$ cat src/rtl/hazard_scoreboard_if.sv
// ID-stage hazard interface: decoded ID operands and EX status in,
// pipeline enables, flushes and stall diagnostics out.
interface hazard_scoreboard_if #(
    parameter int REG_ADDR_W = 5,
    parameter int PERF_W     = 16
);
    logic                  id_valid;
    logic [6:0]            id_opcode;
    logic [REG_ADDR_W-1:0] id_rs1;
    logic [REG_ADDR_W-1:0] id_rs2;
    logic [REG_ADDR_W-1:0] id_rd;
    logic                  id_reg_write;
    logic [1:0]            id_lat_class;
    logic                  modify_pc_ex;
    logic                  div_done;
    logic                  pc_en;
    logic                  if_id_en;
    logic                  id_ex_en;
    logic                  if_id_flush;
    logic                  id_ex_flush;
    logic [1:0]            stall_cause;
    logic [PERF_W-1:0]     stall_count;

    modport master (
        output id_valid, id_opcode, id_rs1, id_rs2, id_rd,
        output id_reg_write, id_lat_class, modify_pc_ex, div_done,
        input  pc_en, if_id_en, id_ex_en, if_id_flush, id_ex_flush,
        input  stall_cause, stall_count
    );

    modport slave (
        input  id_valid, id_opcode, id_rs1, id_rs2, id_rd,
        input  id_reg_write, id_lat_class, modify_pc_ex, div_done,
        output pc_en, if_id_en, id_ex_en, if_id_flush, id_ex_flush,
        output stall_cause, stall_count
    );
endinterface

$ cat src/rtl/hazard_scoreboard_unit.sv
// Countdown scoreboard for multi-cycle producers plus divider tracking;
// stalls ID until operands are forwardable, EX redirects override stalls.
module hazard_scoreboard_unit #(
    parameter int NUM_REGS   = 32,
    parameter int REG_ADDR_W = 5,
    parameter int LOAD_STALL = 1,
    parameter int MUL_STALL  = 2,
    parameter int CNT_W      = 3,
    parameter int PERF_W     = 16
) (
    input logic              clk,
    input logic              rst,
    hazard_scoreboard_if.slave hz
);
    localparam logic [6:0] OP_R      = 7'b0110011;
    localparam logic [6:0] OP_I      = 7'b0010011;
    localparam logic [6:0] OP_LOAD   = 7'b0000011;
    localparam logic [6:0] OP_STORE  = 7'b0100011;
    localparam logic [6:0] OP_BRANCH = 7'b1100011;
    localparam logic [6:0] OP_JALR   = 7'b1100111;

    localparam logic [CNT_W-1:0] LOAD_L = CNT_W'(LOAD_STALL);
    localparam logic [CNT_W-1:0] MUL_L  = CNT_W'(MUL_STALL);

    logic [CNT_W-1:0]      cnt_q [NUM_REGS];
    logic [CNT_W-1:0]      cnt_d [NUM_REGS];
    logic                  div_busy_q, div_busy_d;
    logic [REG_ADDR_W-1:0] div_rd_q, div_rd_d;
    logic [PERF_W-1:0]     stall_count_q, stall_count_d;

    logic use_rs1, use_rs2, rs1_live, rs2_live;
    logic raw_cnt, raw_div, waw_div, struct_div;
    logic stall, issue, wr_en, div_issue;
    logic [CNT_W-1:0] lat;

    always_comb begin
        use_rs1 = 1'b0;
        use_rs2 = 1'b0;
        unique case (hz.id_opcode)
            OP_R, OP_STORE, OP_BRANCH: begin
                use_rs1 = 1'b1;
                use_rs2 = 1'b1;
            end
            OP_I, OP_LOAD, OP_JALR: use_rs1 = 1'b1;
            default: ;
        endcase
    end

    assign rs1_live = use_rs1 && (hz.id_rs1 != '0);
    assign rs2_live = use_rs2 && (hz.id_rs2 != '0);

    assign raw_cnt = (rs1_live && (cnt_q[hz.id_rs1] != '0))
                  || (rs2_live && (cnt_q[hz.id_rs2] != '0));
    assign raw_div = div_busy_q
                  && ((rs1_live && (hz.id_rs1 == div_rd_q))
                   || (rs2_live && (hz.id_rs2 == div_rd_q)));
    assign waw_div = div_busy_q && hz.id_reg_write
                  && (hz.id_rd != '0) && (hz.id_rd == div_rd_q);
    assign struct_div = div_busy_q && (hz.id_lat_class == 2'd3);

    assign stall = hz.id_valid
                && (raw_cnt || raw_div || waw_div || struct_div);
    assign issue = hz.id_valid && !stall && !hz.modify_pc_ex;
    assign wr_en = issue && hz.id_reg_write && (hz.id_rd != '0);
    assign div_issue = issue && (hz.id_lat_class == 2'd3)
                    && (hz.id_rd != '0);

    always_comb begin
        hz.pc_en       = 1'b1;
        hz.if_id_en    = 1'b1;
        hz.id_ex_en    = 1'b1;
        hz.if_id_flush = 1'b0;
        hz.id_ex_flush = 1'b0;
        hz.stall_cause = 2'd0;
        if (rst) begin
            hz.stall_cause = 2'd0;
        end else if (hz.modify_pc_ex) begin
            hz.if_id_flush = 1'b1;
            hz.id_ex_flush = 1'b1;
        end else if (stall) begin
            hz.pc_en       = 1'b0;
            hz.if_id_en    = 1'b0;
            hz.id_ex_en    = 1'b0;
            hz.id_ex_flush = 1'b1;
            if (raw_cnt)
                hz.stall_cause = 2'd1;
            else if (raw_div || waw_div)
                hz.stall_cause = 2'd2;
            else
                hz.stall_cause = 2'd3;
        end
    end

    assign hz.stall_count = stall_count_q;

    always_comb begin
        unique case (hz.id_lat_class)
            2'd1:    lat = LOAD_L;
            2'd2:    lat = MUL_L;
            default: lat = '0;
        endcase
    end

    // A new producer never shortens an older, longer pending countdown.
    always_comb begin
        for (int r = 0; r < NUM_REGS; r++) begin
            cnt_d[r] = (cnt_q[r] != '0) ? cnt_q[r] - 1'b1 : '0;
            if (r != 0 && wr_en && hz.id_rd == REG_ADDR_W'(r)
                && cnt_d[r] < lat)
                cnt_d[r] = lat;
        end
    end

    always_comb begin
        div_busy_d = div_busy_q;
        div_rd_d   = div_rd_q;
        if (div_issue) begin
            div_busy_d = 1'b1;
            div_rd_d   = hz.id_rd;
        end else if (hz.div_done) begin
            div_busy_d = 1'b0;
        end
    end

    always_comb begin
        stall_count_d = stall_count_q;
        if (stall && !hz.modify_pc_ex && stall_count_q != '1)
            stall_count_d = stall_count_q + 1'b1;
    end

    always_ff @(posedge clk) begin
        if (rst) begin
            for (int r = 0; r < NUM_REGS; r++)
                cnt_q[r] <= '0;
            div_busy_q    <= 1'b0;
            div_rd_q      <= '0;
            stall_count_q <= '0;
        end else begin
            for (int r = 0; r < NUM_REGS; r++)
                cnt_q[r] <= cnt_d[r];
            div_busy_q    <= div_busy_d;
            div_rd_q      <= div_rd_d;
            stall_count_q <= stall_count_d;
        end
    end
endmodule

$ cat src/flat_wrapper.sv
// flat-port wrapper written by rule: the top's interface ports become plain ports
module hazard_scoreboard_unit_flat 
#(
    parameter int NUM_REGS   = 32,
    parameter int REG_ADDR_W = 5,
    parameter int LOAD_STALL = 1,
    parameter int MUL_STALL  = 2,
    parameter int CNT_W      = 3,
    parameter int PERF_W     = 16
)
  (clk, rst, hz_id_valid, hz_id_opcode, hz_id_rs1, hz_id_rs2, hz_id_rd, hz_id_reg_write, hz_id_lat_class, hz_modify_pc_ex, hz_div_done, hz_pc_en, hz_if_id_en, hz_id_ex_en, hz_if_id_flush, hz_id_ex_flush, hz_stall_cause, hz_stall_count);
  hazard_scoreboard_if #(.REG_ADDR_W(REG_ADDR_W), .PERF_W(PERF_W)) hz_i ();
  input logic clk;
  input logic rst;
  input wire logic [$bits(hz_i.id_valid)-1:0] hz_id_valid;
  input wire logic [$bits(hz_i.id_opcode)-1:0] hz_id_opcode;
  input wire logic [$bits(hz_i.id_rs1)-1:0] hz_id_rs1;
  input wire logic [$bits(hz_i.id_rs2)-1:0] hz_id_rs2;
  input wire logic [$bits(hz_i.id_rd)-1:0] hz_id_rd;
  input wire logic [$bits(hz_i.id_reg_write)-1:0] hz_id_reg_write;
  input wire logic [$bits(hz_i.id_lat_class)-1:0] hz_id_lat_class;
  input wire logic [$bits(hz_i.modify_pc_ex)-1:0] hz_modify_pc_ex;
  input wire logic [$bits(hz_i.div_done)-1:0] hz_div_done;
  output wire logic [$bits(hz_i.pc_en)-1:0] hz_pc_en;
  output wire logic [$bits(hz_i.if_id_en)-1:0] hz_if_id_en;
  output wire logic [$bits(hz_i.id_ex_en)-1:0] hz_id_ex_en;
  output wire logic [$bits(hz_i.if_id_flush)-1:0] hz_if_id_flush;
  output wire logic [$bits(hz_i.id_ex_flush)-1:0] hz_id_ex_flush;
  output wire logic [$bits(hz_i.stall_cause)-1:0] hz_stall_cause;
  output wire logic [$bits(hz_i.stall_count)-1:0] hz_stall_count;
  assign hz_i.id_valid = hz_id_valid;
  assign hz_i.id_opcode = hz_id_opcode;
  assign hz_i.id_rs1 = hz_id_rs1;
  assign hz_i.id_rs2 = hz_id_rs2;
  assign hz_i.id_rd = hz_id_rd;
  assign hz_i.id_reg_write = hz_id_reg_write;
  assign hz_i.id_lat_class = hz_id_lat_class;
  assign hz_i.modify_pc_ex = hz_modify_pc_ex;
  assign hz_i.div_done = hz_div_done;
  assign hz_pc_en = hz_i.pc_en;
  assign hz_if_id_en = hz_i.if_id_en;
  assign hz_id_ex_en = hz_i.id_ex_en;
  assign hz_if_id_flush = hz_i.if_id_flush;
  assign hz_id_ex_flush = hz_i.id_ex_flush;
  assign hz_stall_cause = hz_i.stall_cause;
  assign hz_stall_count = hz_i.stall_count;
  hazard_scoreboard_unit #(.NUM_REGS(NUM_REGS), .REG_ADDR_W(REG_ADDR_W), .LOAD_STALL(LOAD_STALL), .MUL_STALL(MUL_STALL), .CNT_W(CNT_W), .PERF_W(PERF_W)) u_core (.clk(clk), .rst(rst), .hz(hz_i));
endmodule
$ cat config.mk
export PLATFORM = sky130hd
export DESIGN_NAME = hazard_scoreboard_unit_flat
export DESIGN_NICKNAME = d
export VERILOG_FILES = /design/src/rtl/hazard_scoreboard_if.sv /design/src/rtl/hazard_scoreboard_unit.sv /design/src/flat_wrapper.sv
export SDC_FILE = /design/constraint.sdc
export NUM_CORES = 1
export LEC_CHECK = 0
export CORE_UTILIZATION = 34
export CTS_CLUSTER_DIAMETER = 60
export DETAILED_ROUTE_END_ITERATION = 10
export PLACE_DENSITY = 0.53
export RECOVER_POWER = 25
export SYNTH_ARGS = -nofsm -noshare
export SYNTH_HDL_FRONTEND = slang
export SYNTH_SLANG_ARGS = --single-unit
$ cat constraint.sdc
create_clock -name clk -period 3.81 [get_ports clk]
set_input_delay 0.5715 -clock clk [delete_from_list [all_inputs] [get_ports clk]]
set_output_delay 0.5715 -clock clk [all_outputs]
set_load 0.01 [all_outputs]
After elaboration in Yosys (flattened, before gate mapping). Memories as Yosys holds them, arrays and structs flattened. Cells that the tools add are included.

Bits in registers: 22. RAM bits: 96. Bits of input ports: 30. Output and inout port bits: 23. Logic and storage cells: 390. Memories: 1.

Memories: u_core.cnt_q (depth 32, width 3, read ports 34, clocked after Yosys merged registers in 0, wr ports 32, line hazard_scoreboard_unit.sv:25) `logic [CNT_W-1:0] cnt_q [NUM_REGS];`.

$add $sub $neg: 33. Magnitude comparators: 31. Eq/ne operators: 44. Mux-type cells: 116. Bitwise logic cells: 32. Reduce and logical (&&, ||, !) cells: 130.

Operators with widths (count): 3-bit 2-to-1 mux (95); 3-bit nonzero test (34); 3-bit by 1-bit subtractor with 3-bit output (second input constant) (32); 3-bit by 2-bit < comparator with 1-bit output (31); 1-bit logical AND (82); 5-bit equality test (second input constant) (16); 5-bit by 4-bit equality test with 1-bit output (second input constant) (8); 1-bit bitwise OR (32); 5-bit by 3-bit equality test with 1-bit output (second input constant) (4); 16-bit by 1-bit adder with 16-bit output (second input constant) (1); 1-bit 2-to-1 mux (16); 16-bit inequality test (second input constant) (1); 5-bit equality test (3); 5-bit nonzero test (3); 7-bit by 6-bit equality test with 1-bit output (second input constant) (2); 7-bit equality test (second input constant) (2); 5-bit by 2-bit equality test with 1-bit output (second input constant) (2); 2-bit 2-to-1 mux (4); 7-bit by 2-bit equality test with 1-bit output (second input constant) (1); 7-bit by 5-bit equality test with 1-bit output (second input constant) (1); 1-bit logical OR (6); 6-bit OR reduction (1); 5-bit by 1-bit equality test with 1-bit output (second input constant) (1); 2-bit equality test (second input constant) (2); 5 further kinds (6).

Depth between registers and ports, before layout.
Word-level depth: 20. Depth in mapped cells: 13. Gate-level depth less buffers: 10.

Worst setup path after synthesis. Ideal clock, no wire load.

Path type: input port to output port. From: in hz_id_opcode[3]. To: out hz_stall_cause[0]. Arrival: 2.831 ns. Required time: 3.239 ns. Slack: 0.408 ns. Cell stages on the path: 10. Buffers on the path: 2. Cells stage by stage: nand3b_1 -> a2111oi_2 -> nand4_1 -> nor4b_2 -> nor4_4 -> nand2_2 -> buf_2 -> buf_2 -> nand3_1 -> a31oi_1.

Word-level cells in the longest chain between the ends: 14. Elaborated cells on any way between the ends: 29. Classes of those cells: 6 x eq/ne; 7 x mux; 16 x reduce/logical.

RTL lines: start, declared (line flat_wrapper.sv:16) `input wire logic [$bits(hz_i.id_opcode)-1:0] hz_id_opcode;`; 7-bit by 5-bit equality test with 1-bit output, or another cell as far along (line hazard_scoreboard_unit.sv:39) `unique case (hz.id_opcode)`; 6-bit OR reduction (no source line) or 3-bit OR reduction (tied branches); 1-bit 2-to-1 mux (line hazard_scoreboard_unit.sv:39); 1-bit logical AND, on equally long branches (line hazard_scoreboard_unit.sv:49, hazard_scoreboard_unit.sv:50); 1-bit logical AND, on equally long branches (line hazard_scoreboard_unit.sv:55, hazard_scoreboard_unit.sv:56); 1-bit logical OR (line hazard_scoreboard_unit.sv:56) `|| (rs2_live && (hz.id_rs2 == div_rd_q)));`; 1-bit logical AND (line hazard_scoreboard_unit.sv:55) `&& ((rs1_live && (hz.id_rs1 == div_rd_q))`; 1-bit logical OR (3 in a row) (line hazard_scoreboard_unit.sv:62) `&& (raw_cnt || raw_div || waw_div || struct_div);`; 1-bit logical AND (line hazard_scoreboard_unit.sv:62); 2-bit 2-to-1 mux (*) (line hazard_scoreboard_unit.sv:80) `end else if (stall) begin`; 2-bit 2-to-1 mux (*) (line hazard_scoreboard_unit.sv:77) `end else if (hz.modify_pc_ex) begin`; 2-bit 2-to-1 mux (*) (line hazard_scoreboard_unit.sv:75) `if (rst) begin`; end, declared (line flat_wrapper.sv:29) `output wire logic [$bits(hz_i.stall_cause)-1:0] hz_stall_cause;`.

Mark *: on every way between the ends. The rest lies on a longest branch, timed or not.

==> results.sh <==
export IMPL_status="finished, violations left"
export IMPL_violations="capacitance limit, slew limit"
export IMPL_diodes=0
export IMPL_synth_warnings=0
export IMPL_synthToLayoutAreaGrowth_pct=26.05
export IMPL_wl_per_cell_microns=18.17
export IMPL_grt_use_total_pct=22.12
export IMPL_required_ps=3240
export IMPL_path_buf_inv=3
export IMPL_drt_iter0_markers=731
export IMPL_ios=53
export IMPL_ys_ff_latch=118
export IMPL_syn_cell_area_sq_um=8036
export IMPL_drv_cap=1
export IMPL_crit_chain="nor3_1 > a21oi_1 > o2111ai_1 > a311oi_1 > buf_4 > nor4_4 > nand2_2 > nand3_2 > buf_4 > clkdlybuf4s50_1"
export IMPL_final_antenna_net_count=0
export IMPL_dp_cells=1406
export IMPL_slew_violations=45
export IMPL_synth_edf_count=0
export IMPL_routed_via_count=8087
export IMPL_post_route_min_period_ps=3731
export IMPL_grt_overflow=0
export IMPL_grt_pass1_wl_microns=41440
export IMPL_relSlewSlack_pct=-39.86
export IMPL_worstHoldPathType="reg -> reg"
export IMPL_io_buffers=52
export IMPL_cts_buffers=17
export IMPL_syn_avg_cell_area_sq_um=7.989
export IMPL_end_kind="output pin"
export IMPL_cts_clk_slew_worst_paths_ps=60
export IMPL_skew_ps=11.48
export IMPL_globalplace_congestion=0.8702
export IMPL_p_total_mw=3.274
export IMPL_grt_antenna_before_repair=0
export IMPL_grt_max_degree=52
export IMPL_synthCells=1006
export IMPL_clkLatencyLatePin_ps=430
export IMPL_clock_fmax_ghz=0.2681
export IMPL_worst_pin_slew_ps=2098
export IMPL_hold_viol=0
export IMPL_die_h_microns=155.7
export IMPL_critPathSlowestCell="clkdlybuf4s50_1"
export IMPL_ys_async_sr_fraction_pct=0
export IMPL_cts_sinks=118
export IMPL_start_util_pct=35.07
export IMPL_setup_viol=0
export IMPL_crit_type="reg -> out"
export IMPL_cpMostUsedCell="buf_4"
export IMPL_ys_flop_type="dfxtp_1"
export IMPL_peakVddDrop_mv=0.2187
export IMPL_core_sq_um=22920
export IMPL_yosysSeqAreaShare_pct=29.39
export IMPL_rows=55
export IMPL_worstPathMaxFanout=6
export IMPL_p_leak_nw=3.906
export IMPL_start_kind="flip-flop"
export IMPL_final_instance_count_excl_fill=1439
export IMPL_wirelength_microns=26140
export IMPL_viasPerCell=5.620
export IMPL_htreeDepth=4
export IMPL_syn_num_nets=1070
export IMPL_fin_nets=1179
export IMPL_finalCritPeriodShare_pct=97.91
export IMPL_crit_family="simple AND/OR/NAND/NOR gates"
export IMPL_drc=0
export IMPL_dpl_hpwl_microns=18460
export IMPL_grt_pass1_vias=7491
export IMPL_clockBufferDepth=2
export IMPL_cts_tree="built"
export IMPL_slowest_delay_ps=530
export IMPL_cp_arrival_ps=3160
export IMPL_die_x_microns=155.7
export IMPL_p_per_area_nw_per_um2=323.2
export IMPL_die_area_sq_um=24250
export IMPL_yosys_cell_types_count=72
export IMPL_cts_root_buf="clkbuf_16"
export IMPL_drt_pass1_iterations=5
export IMPL_layout_drive_gt1_share_pct=18.92
[metrics by stage]
stage / utilization, % / TNS, ps / cell area [sq um] / hold WS (ps) / setup slack, ps
2_1_floorplan: - / 0 / 8036 / 442.2 / 407.9
3_3_place_gp: 41.06 / -10500 / 9409 / 487.3 / -402.5
3_5_place_dp: 41.06 / -13380 / 9409 / 499.2 / -412.8
4_1_cts: 43.85 / 0 / 10050 / 511.6 / 17.67
5_1_grt: 44.20 / -0.3342 / 10130 / 525.8 / -0.3342
6_report: 44.20 / 0 / 10130 / 508.3 / 79.50
[timing repair]
action | 4_1_cts | 5_1_grt
buffers inserted | 1 | 1
hold endpoints to repair | 0 | 0
hold buffers | 0 | 0
pin swaps | 4 | 4
setup endpoints to repair | 6 | 4
gates resized for setup | 28 | 13
gates cloned | 1 | 0
[registers in the layout (all words and copies together), names as in the netlist]
signal                 flops
u_core.hz.stall_count     16
u_core.div_busy_q          1
u_core.div_rd_q            5
u_core.cnt_q              96
[metal layers]
| metal | up-vias | track usage, % | routed length, microns |
|---|---|---|---|
| li1 | 3972 | - | - |
| met1 | 3864 | 31.18 | 12310 |
| met2 | 217 | 33.74 | 11780 |
| met3 | 34 | 4.583 | 1695 |
| met4 | 0 | 6.489 | 359 |
| met5 | - | 0 | 0 |
[cells in the mapped netlist (10+ instances only)]
cell / count / share of area, %
a21boi_0: 21 / 2.0
a21oi_1: 68 / 4.2
and3_1: 18 / 1.4
buf_2: 13 / 0.81
clkbuf_1: 31 / 1.4
dfxtp_1: 118 / 29
ha_1: 34 / 5.3
inv_1: 20 / 0.93
mux2_2: 46 / 6.4
mux2i_1: 18 / 2.2
nand2_1: 130 / 6.1
nand2b_1: 10 / 0.78
nand3_1: 29 / 1.8
nor2_1: 99 / 4.6
nor2b_1: 11 / 0.86
nor3_1: 57 / 3.5
nor3b_1: 30 / 2.8
nor4_1: 32 / 2.5
o21ai_0: 21 / 1.3
o22a_1: 23 / 2.5
o22ai_1: 31 / 2.4
[worst min-delay path, delay by kind of cell (launching register included)]
family          cells  cell delay [ps]
compound gates      2              130
flops               1              330
[cells by family (layout without fill, tap and decap cells)]
group / Yosys count / after routing / synth area share (%)
muxes: 77 / 77 / 11.58
DFF: 118 / 118 / 29.39
and+or+nand+nor: 471 / 471 / 29.92
buffers and inverters: 77 / 197 / 4.079
adders and majority gates: 34 / 34 / 5.294
AOI/OAI and AO/OA: 217 / 217 / 18.42
xor gates and xnor gates: 12 / 12 / 1.308
[cells in the final DEF, fill, tap and decap left out, types with 6 or more instances in the layout]
cell type / n
nand2_1: 130
ha_1: 34
mux2i_1: 18
mux4_2: 7
nand2b_1: 9
o22ai_1: 31
clkbuf_16: 17
o21ai_0: 21
mux2_2: 46
and3_1: 18
dlygate4sd2_1: 6
nor3b_1: 30
a21oi_1: 68
nor2_1: 96
dfxtp_1: 118
xor2_1: 6
nor2b_1: 10
xnor2_1: 6
buf_4: 84
or3_1: 6
clkdlybuf4s50_1: 41
or4_1: 8
nand4_1: 9
nor3_1: 57
inv_1: 20
o22a_1: 23
a21boi_0: 21
nor4_1: 28
nand3_1: 28
[power breakdown]
group	total (mW)	internal [mW]	leakage, nW	switching, mW
registers	1.27	1.25	0.951	0.0221
logic	0.416	0.178	2.68	0.238
clock network	1.58	0.984	0.275	0.600
total	3.27	2.41	3.91	0.860
[area by class of cell]
cell class,instances,area [sq um]
sequential,118,2362
timing repair buffer,145,1235
clock buffer,21,460.4
clock inverter,9,103.9
fill,2281,12790
multi-input combinational,811,5494
tap,313,391.6
inverter,22,82.58
[final timing paths]
kind / from / end / slack, ps / cells past startpoint
max: u_core.cnt_q[14][0] / hz_pc_en / 80 / 10
min: u_core.hz.stall_count[10] / u_core.hz.stall_count[10] / 510 / 2
max reg2reg: u_core.cnt_q[16][2] / u_core.hz.stall_count[3] / 610 / 14
min reg2reg: u_core.hz.stall_count[10] / u_core.hz.stall_count[10] / 510 / 2
Power figures use the tool's default switching activity.
